`src/rtl/branch_amend_pkg.sv`:
```
// Shared constants and lane-slice helpers for the
// multi-lane branch amend stage.
package branch_amend_pkg;

  localparam int NEED_REPAIR  = 0;
  localparam int REPAIR_W_DEF = 4;
  localparam int CKPT_W_DEF   = 8;

  function automatic int lane_lo(input int lane,
                                 input int w);
    return lane * w;
  endfunction

endpackage

```
`src/rtl/bra_oldest_sel.sv`:
```
// Picks the oldest (lowest index) requesting lane:
// one-hot, encoded index and any-request flag.
module bra_oldest_sel #(
  parameter int N  = 2,
  parameter int SW = (N > 1) ? $clog2(N) : 1
) (
  input  logic [N-1:0]  req,
  output logic [N-1:0]  onehot,
  output logic [SW-1:0] idx,
  output logic          any
);

  logic found;

  // first requester wins
  always_comb begin
    onehot = '0;
    idx    = '0;
    found  = 1'b0;
    for (int i = 0; i < N; i++) begin
      if (req[i] && !found) begin
        onehot[i] = 1'b1;
        idx       = SW'(i);
        found     = 1'b1;
      end
    end
    any = |req;
  end

endmodule

```
`src/rtl/multi_lane_branch_amend.sv`:
```
// PREMEM stage register for an N-lane bundle: picks the
// oldest mispredicted branch and redirects once per bundle.
module multi_lane_branch_amend
  import branch_amend_pkg::*;
#(
  parameter int N_LANE   = 2,
  parameter int ADDR_W   = 32,
  parameter int GPR_W    = 5,
  parameter int CKPT_W   = CKPT_W_DEF,
  parameter int REPAIR_W = REPAIR_W_DEF,
  parameter int DS_KEEP  = 1,
  parameter int CNT_W    = 32
) (
  input  logic                       clk,
  input  logic                       rst,
  input  logic                       exc_occur_i,
  input  logic                       exc_mem_seg_i,
  input  logic                       mem_has_risk_i,
  input  logic                       in_valid_i,
  input  logic [N_LANE-1:0]          in_lane_vld_i,
  input  logic [N_LANE*GPR_W-1:0]    in_write_num_i,
  input  logic [N_LANE*ADDR_W-1:0]   in_vaddr_i,
  input  logic [N_LANE*ADDR_W-1:0]   in_alu_res_i,
  input  logic [N_LANE*ADDR_W-1:0]   in_corr_dest_i,
  input  logic [N_LANE-1:0]          in_corr_take_i,
  input  logic [N_LANE*REPAIR_W-1:0] in_repair_i,
  input  logic [N_LANE*CKPT_W-1:0]   in_ckpt_i,
  input  logic                       premem_allowin_i,
  output logic                       ok_to_change_o,
  output logic                       out_valid_o,
  output logic [N_LANE-1:0]          out_lane_vld_o,
  output logic [N_LANE*GPR_W-1:0]    out_write_num_o,
  output logic [N_LANE*ADDR_W-1:0]   out_vaddr_o,
  output logic [N_LANE*ADDR_W-1:0]   out_alu_res_o,
  output logic                       flush_o,
  output logic [ADDR_W-1:0]          err_vaddr_o,
  output logic [ADDR_W-1:0]          corr_dest_o,
  output logic                       corr_take_o,
  output logic [REPAIR_W-1:0]        repair_o,
  output logic [CKPT_W-1:0]          ckpt_o,
  output logic [CNT_W-1:0]           mispred_cnt_o
);

  localparam int SW = (N_LANE > 1) ? $clog2(N_LANE) : 1;

  logic                       has_data_q;
  logic                       had_flush_q;
  logic [N_LANE-1:0]          lane_vld_q;
  logic [N_LANE*GPR_W-1:0]    wnum_q;
  logic [N_LANE*ADDR_W-1:0]   vaddr_q;
  logic [N_LANE*ADDR_W-1:0]   alu_q;
  logic [N_LANE*ADDR_W-1:0]   dest_q;
  logic [N_LANE-1:0]          take_q;
  logic [N_LANE*REPAIR_W-1:0] repair_q;
  logic [N_LANE*CKPT_W-1:0]   ckpt_q;
  logic [CNT_W-1:0]           cnt_q;

  logic [N_LANE-1:0] rep;
  logic [N_LANE-1:0] sel_oh;
  logic [SW-1:0]     sel_idx;
  logic              any_rep;
  logic              exc;
  logic              ready;
  logic              load;
  logic              clr;

  for (genvar g = 0; g < N_LANE; g++) begin : g_rep
    assign rep[g] = lane_vld_q[g]
      & repair_q[lane_lo(g, REPAIR_W) + NEED_REPAIR];
  end

  bra_oldest_sel #(
    .N  (N_LANE),
    .SW (SW)
  ) u_sel (
    .req    (rep),
    .onehot (sel_oh),
    .idx    (sel_idx),
    .any    (any_rep)
  );

  assign exc   = exc_occur_i & exc_mem_seg_i;
  assign ready = !(mem_has_risk_i & any_rep);

  assign ok_to_change_o = !has_data_q | ready;
  assign flush_o = has_data_q & any_rep
    & !mem_has_risk_i & !had_flush_q & !exc;
  assign out_valid_o = has_data_q & ready
    & premem_allowin_i & !exc;

  assign load = premem_allowin_i & in_valid_i
    & !flush_o & !exc;
  assign clr = exc | (premem_allowin_i
    & !(in_valid_i & !flush_o));

  assign out_write_num_o = wnum_q;
  assign out_vaddr_o     = vaddr_q;
  assign out_alu_res_o   = alu_q;
  assign mispred_cnt_o   = cnt_q;

  // one-hot AND-OR mux of the selected branch
  always_comb begin
    err_vaddr_o = '0;
    corr_dest_o = '0;
    corr_take_o = 1'b0;
    repair_o    = '0;
    ckpt_o      = '0;
    for (int i = 0; i < N_LANE; i++) begin
      if (sel_oh[i]) begin
        err_vaddr_o |= vaddr_q[i*ADDR_W +: ADDR_W];
        corr_dest_o |= dest_q[i*ADDR_W +: ADDR_W];
        corr_take_o |= take_q[i];
        repair_o |= repair_q[i*REPAIR_W +: REPAIR_W];
        ckpt_o |= ckpt_q[i*CKPT_W +: CKPT_W];
      end
    end
  end

  // lanes younger than branch (+ delay slot) die
  always_comb begin
    out_lane_vld_o = '0;
    for (int i = 0; i < N_LANE; i++) begin
      out_lane_vld_o[i] = lane_vld_q[i]
        & has_data_q & ready
        & (!any_rep
           || i <= int'(sel_idx) + DS_KEEP);
    end
  end

  // stage register and flush-once flag
  always_ff @(posedge clk or negedge rst) begin
    if (!rst) begin
      has_data_q  <= 1'b0;
      had_flush_q <= 1'b0;
      lane_vld_q  <= '0;
      wnum_q      <= '0;
      vaddr_q     <= '0;
      alu_q       <= '0;
      dest_q      <= '0;
      take_q      <= '0;
      repair_q    <= '0;
      ckpt_q      <= '0;
    end else if (clr) begin
      has_data_q  <= 1'b0;
      had_flush_q <= 1'b0;
      lane_vld_q  <= '0;
    end else if (load) begin
      has_data_q  <= 1'b1;
      had_flush_q <= 1'b0;
      lane_vld_q  <= in_lane_vld_i;
      wnum_q      <= in_write_num_i;
      vaddr_q     <= in_vaddr_i;
      alu_q       <= in_alu_res_i;
      dest_q      <= in_corr_dest_i;
      take_q      <= in_corr_take_i;
      repair_q    <= in_repair_i;
      ckpt_q      <= in_ckpt_i;
    end else if (flush_o) begin
      had_flush_q <= 1'b1;
    end
  end

  // saturating redirect counter
  always_ff @(posedge clk or negedge rst) begin
    if (!rst) begin
      cnt_q <= '0;
    end else if (flush_o && cnt_q != '1) begin
      cnt_q <= cnt_q + CNT_W'(1);
    end
  end

endmodule

```
`config.mk`:
```
export PLATFORM = sky130hd
export DESIGN_NAME = multi_lane_branch_amend
export DESIGN_NICKNAME = d
export VERILOG_FILES = /design/src/rtl/branch_amend_pkg.sv /design/src/rtl/bra_oldest_sel.sv /design/src/rtl/multi_lane_branch_amend.sv
export SDC_FILE = /design/constraint.sdc
export NUM_CORES = 1
export LEC_CHECK = 0
export CAP_MARGIN = 20
export CORE_MARGIN = 1.5
export CORE_UTILIZATION = 25
export CTS_CLUSTER_DIAMETER = 100
export DETAILED_ROUTE_END_ITERATION = 7
export GPL_ROUTABILITY_DRIVEN = 0
export GPL_TIMING_DRIVEN = 0
export SYNTH_ARGS = -nofsm -noshare
export SYNTH_HDL_FRONTEND = slang
export SYNTH_SLANG_ARGS = --single-unit
export TNS_END_PERCENT = 5
```
`constraint.sdc`:
```
create_clock -name clk -period 2.35 [get_ports clk]
set_input_delay 0.235 -clock clk [delete_from_list [all_inputs] [get_ports clk]]
set_output_delay 0.235 -clock clk [all_outputs]
set_load 0.1 [all_outputs]
```
==> run summary <==
The run gives 110 ps as the setup slack of the most critical reg-to-reg path. Instance count after placement with tap cells included: 1821. The worst setup path is captured at an output pin. Relative to the synthesized area, the layout overhead comes to 71.9%.

TritonCTS built the clock tree. The length of the first detailed-routing pass in iterations was 4; the total clock buffers created by CTS was 31. For this run, the post-layout net count is 1517. Number of vias after detailed routing: 8411. The share of the yosys chip area belonging to registers came out at 0.600. Synthesis produced a netlist with a net count of 984. The largest net degree at the start of global routing is 115, and the count of final hold-check violations is 0.

The post-layout worst setup margin is -22.1 ps. The combined buffer and inverter count along the critical path is 4. The height of the die works out to 213 um.

Commonest non-fill, non-tap cell in the layout: clkdlybuf4s50_1. The total wirelength of the detailed-routed design was 38000 um; the via density per instance was 4.46. Number of pins exceeding their max-slew limit in the final report: 0. Traced cell by cell, the critical path runs through and2_4 -> nor2_4 -> buf_12 -> clkbuf_16 -> clkbuf_16 -> a22o_4 -> buf_12.

For this design the top-level I/O count stands at 489. On the worst path, the slowest cell contributes a delay of 410 ps. The total overflow left after global routing is 0. The global-route usage over all layers came out at 0.163. The critical path data required time was 2120 ps. The tree is rooted in a clkbuf_16.

The run gives 8.43 nW as the leakage component of the power. The first element of the critical path was lane_vld_q[0]$_DFFE_PN0P_. The worst path in the final design needs a cycle of 2370 ps, including I/O delays and setup. The count of flip-flops with a built-in enable after synthesis was 0; the worst-margin pin slew was 1110 ps. Grouping stages by cell kind, the critical path spends the most delay in buffers and inverters.

For the number of sinks on the clock net, the log shows 264. For this block, the initial DRC count from the detailed router was 342. The number of buffers on the longest clock path came out at 3.

The flow ran to the end, but the final reports show violations. Critical setup path kind: flop to output pin. The run gives 1 as the initial antenna violation count. For this run, design rule violations remaining after detail routing come to 0. Startpoint type of the worst setup path: a flop. The peak supply drop is 0.611 mV, and the die width is 213 um. The tools report the number of maximum-capacitance constraint violations as 0. Power spread over the standard cell area amounts to 928 nW/um2. The count of nets left with antenna violations once routing finished came out at 0. During synthesis, Yosys emitted a total of 0 warnings. The final worst-path cycle share was 1.01; the number of port buffers was 488.

Of all nets on the critical path, the largest fanout is 8. Dividing the detail-routed wire length by the instance count gives 20.1 um. The met1 track demand over resource was 0.199. In this run the critical register-to-register path is captured at ckpt_q[13]$_DFFE_PN0P_.

The number of standard cells in the layout, taps in and fillers out was 1886; the cell count of the worst reg-to-reg path was 7. The most used routing layer was met2. Derived from the worst setup path, the maximum achievable clock frequency is 422 MHz. Setup repair after global routing could not meet its margin everywhere. The run gives 1 as the depth of the CTS H-tree. The final reports fail on setup timing.

The cell count after synthesis came out at 746. The die covers 45300 um2. The synthesized design contains 264 register bits. After clock tree synthesis, the clock-pin slew on the worst setup and hold paths is 60 ps.

Commonest register cell after synthesis: dfrtp_1. The tools report the via count of the first global-routing pass as 9036. For the worst-skew pair, the clock arrives at the later sink with an insertion delay of 560 ps. The average size of a mapped cell works out to 14.8 um2. In this run the critical register-to-register path is launched from lane_vld_q[0]$_DFFE_PN0P_. The distinct cell type count after synthesis was 40; the antenna diode count was 0. The post-synthesis async set-or-reset flop share works out to 1.00. The slowest stage of the critical path belongs to the cell dfrtp_1. The run gives 0.254 as the starting density of the core. Power after layout: 17.6 mW.

Summing every instance area after synthesis gives 11000 um2. The run gives 43300 um2 as the area of the core. The run gives 0.262 as the worst slew margin relative to its limit. For the global-route met2 utilization, the log shows 0.285.

Summed over all nets, the half-perimeter wirelength after detailed placement is 28200 um. Ratio of cells with drive above 1 in the final layout: 0.375. The data arrival time of the worst path was 2140 ps. The type of the worst min-delay path is input port to async pin.

The first global-routing pass estimated 56200 um of wire. The routing usage on met3 was 0.0450; the worst clock skew was 14.6 ps. The setup violation total in the final timing report was 17.

The tools report the total number of placement rows as 76. In the layout the commonest cells are clkdlybuf4s50_1 (279), dfrtp_1 (241), mux2_2 (230), dlygate4sd2_1 (94), buf_12 (52). The share of the core filled with cells in the final layout came out at 0.437.
==> how the worst max path moves through the flow <==
stage / end / cells past startpoint
global route: corr_dest_o[5] / 7
finish: corr_dest_o[4] / 7
detailed placement: corr_dest_o[27] / 7
CTS: corr_dest_o[22] / 8
global placement: mispred_cnt_o[15]$_DFFE_PN0P_ / 1
floorplan: out_alu_res_o[0]$_DFFE_PN0P_ / 7
==> state kept, by name (all words and copies together), names as in the netlist, 8 cells and up <==
signal and cells:
out_write_num_o 10, mispred_cnt_o 32, out_alu_res_o 64, dest_q 64
repair_q 8, out_vaddr_o 64, ckpt_q 16
==> report_power, final <==
part	leakage (nW)	switching, mW	total (mW)	internal, mW
logic	4.78	5.00	7.02	2.02
clock network	0.509	1.90	4.77	2.87
registers	3.14	0.498	5.77	5.28
total	8.43	7.40	17.6	10.2
==> cell families after synthesis <==
| family | Yosys count | share of synthesized area |
|---|---|---|
| mux | 231 | 0.237 |
| simple gates | 88 | 0.0480 |
| xor+xnor | 28 | 0.0223 |
| fa+ha+maj | 1 | 0.00114 |
| flops | 264 | 0.600 |
| compound gates | 87 | 0.0680 |
| buf+inv | 47 | 0.0240 |
==> per-layer routing <==
layer / wire (um) / share of wire
met5: 0 / 0
met4: 691 / 0.018
met3: 2760 / 0.073
met2: 19100 / 0.50
met1: 15400 / 0.41
==> layout make-up <==
cell class | count | area [um2]
flip-flops and latches | 264 | 6640
well taps | 585 | 732
clock inverters | 11 | 109
multi-input cells | 435 | 4470
inverters | 1 | 7.51
fillers | 4002 | 24300
plain buffers | 45 | 479
repair buffers | 501 | 5590
clock buffers | 44 | 905
==> worst register-to-register path, cell delays in order, from the launching register on <==
cell and delay (ps):
dfrtp_1 420, a22o_4 310, nand3_4 140, clkinvlp_4 150
nor2_4 330, buf_12 220, buf_8 190, mux2_2 370
==> per-stage QoR <==
| stage | setup TNS, ps | setup slack (ps) | hold WS, ps | area (um2) |
|---|---|---|---|---|
| 2_1_floorplan | -24340 | -102 | -60.6 | 11100 |
| 3_3_place_gp | -3084360 | -12050 | 468 | 16700 |
| 3_5_place_dp | -151950 | -1750 | 274 | 16800 |
| 4_1_cts | -3540 | -152 | 248 | 18400 |
| 5_1_grt | -4010 | -97.9 | 248 | 18900 |
| 6_report | -225 | -22.1 | 280 | 18900 |
==> synth_stat cells (all sizes together), types with 4 or more instances <==
cell / count / area share
and4: 6 / 0.0049
nor2: 7 / 0.0026
buf: 30 / 0.018
dfrtp: 264 / 0.60
xnor2: 14 / 0.011
and3: 6 / 0.0035
nand3: 16 / 0.0077
nor3: 10 / 0.0045
clkbuf: 16 / 0.0055
a22o: 79 / 0.063
xor2: 14 / 0.011
nand2: 15 / 0.0051
and2: 4 / 0.0023
nand4: 12 / 0.0068
mux2: 231 / 0.24
==> timing repair <==
item,CTS,global route
hold buffers,1,0
resized for setup,776,115
pin swaps,8,11
setup endpoints to repair,203,250
setup buffers,4,2
gates cloned,3,2
hold endpoints to repair,76,0
No activity file was read; power rests on OpenSTA's default activity.
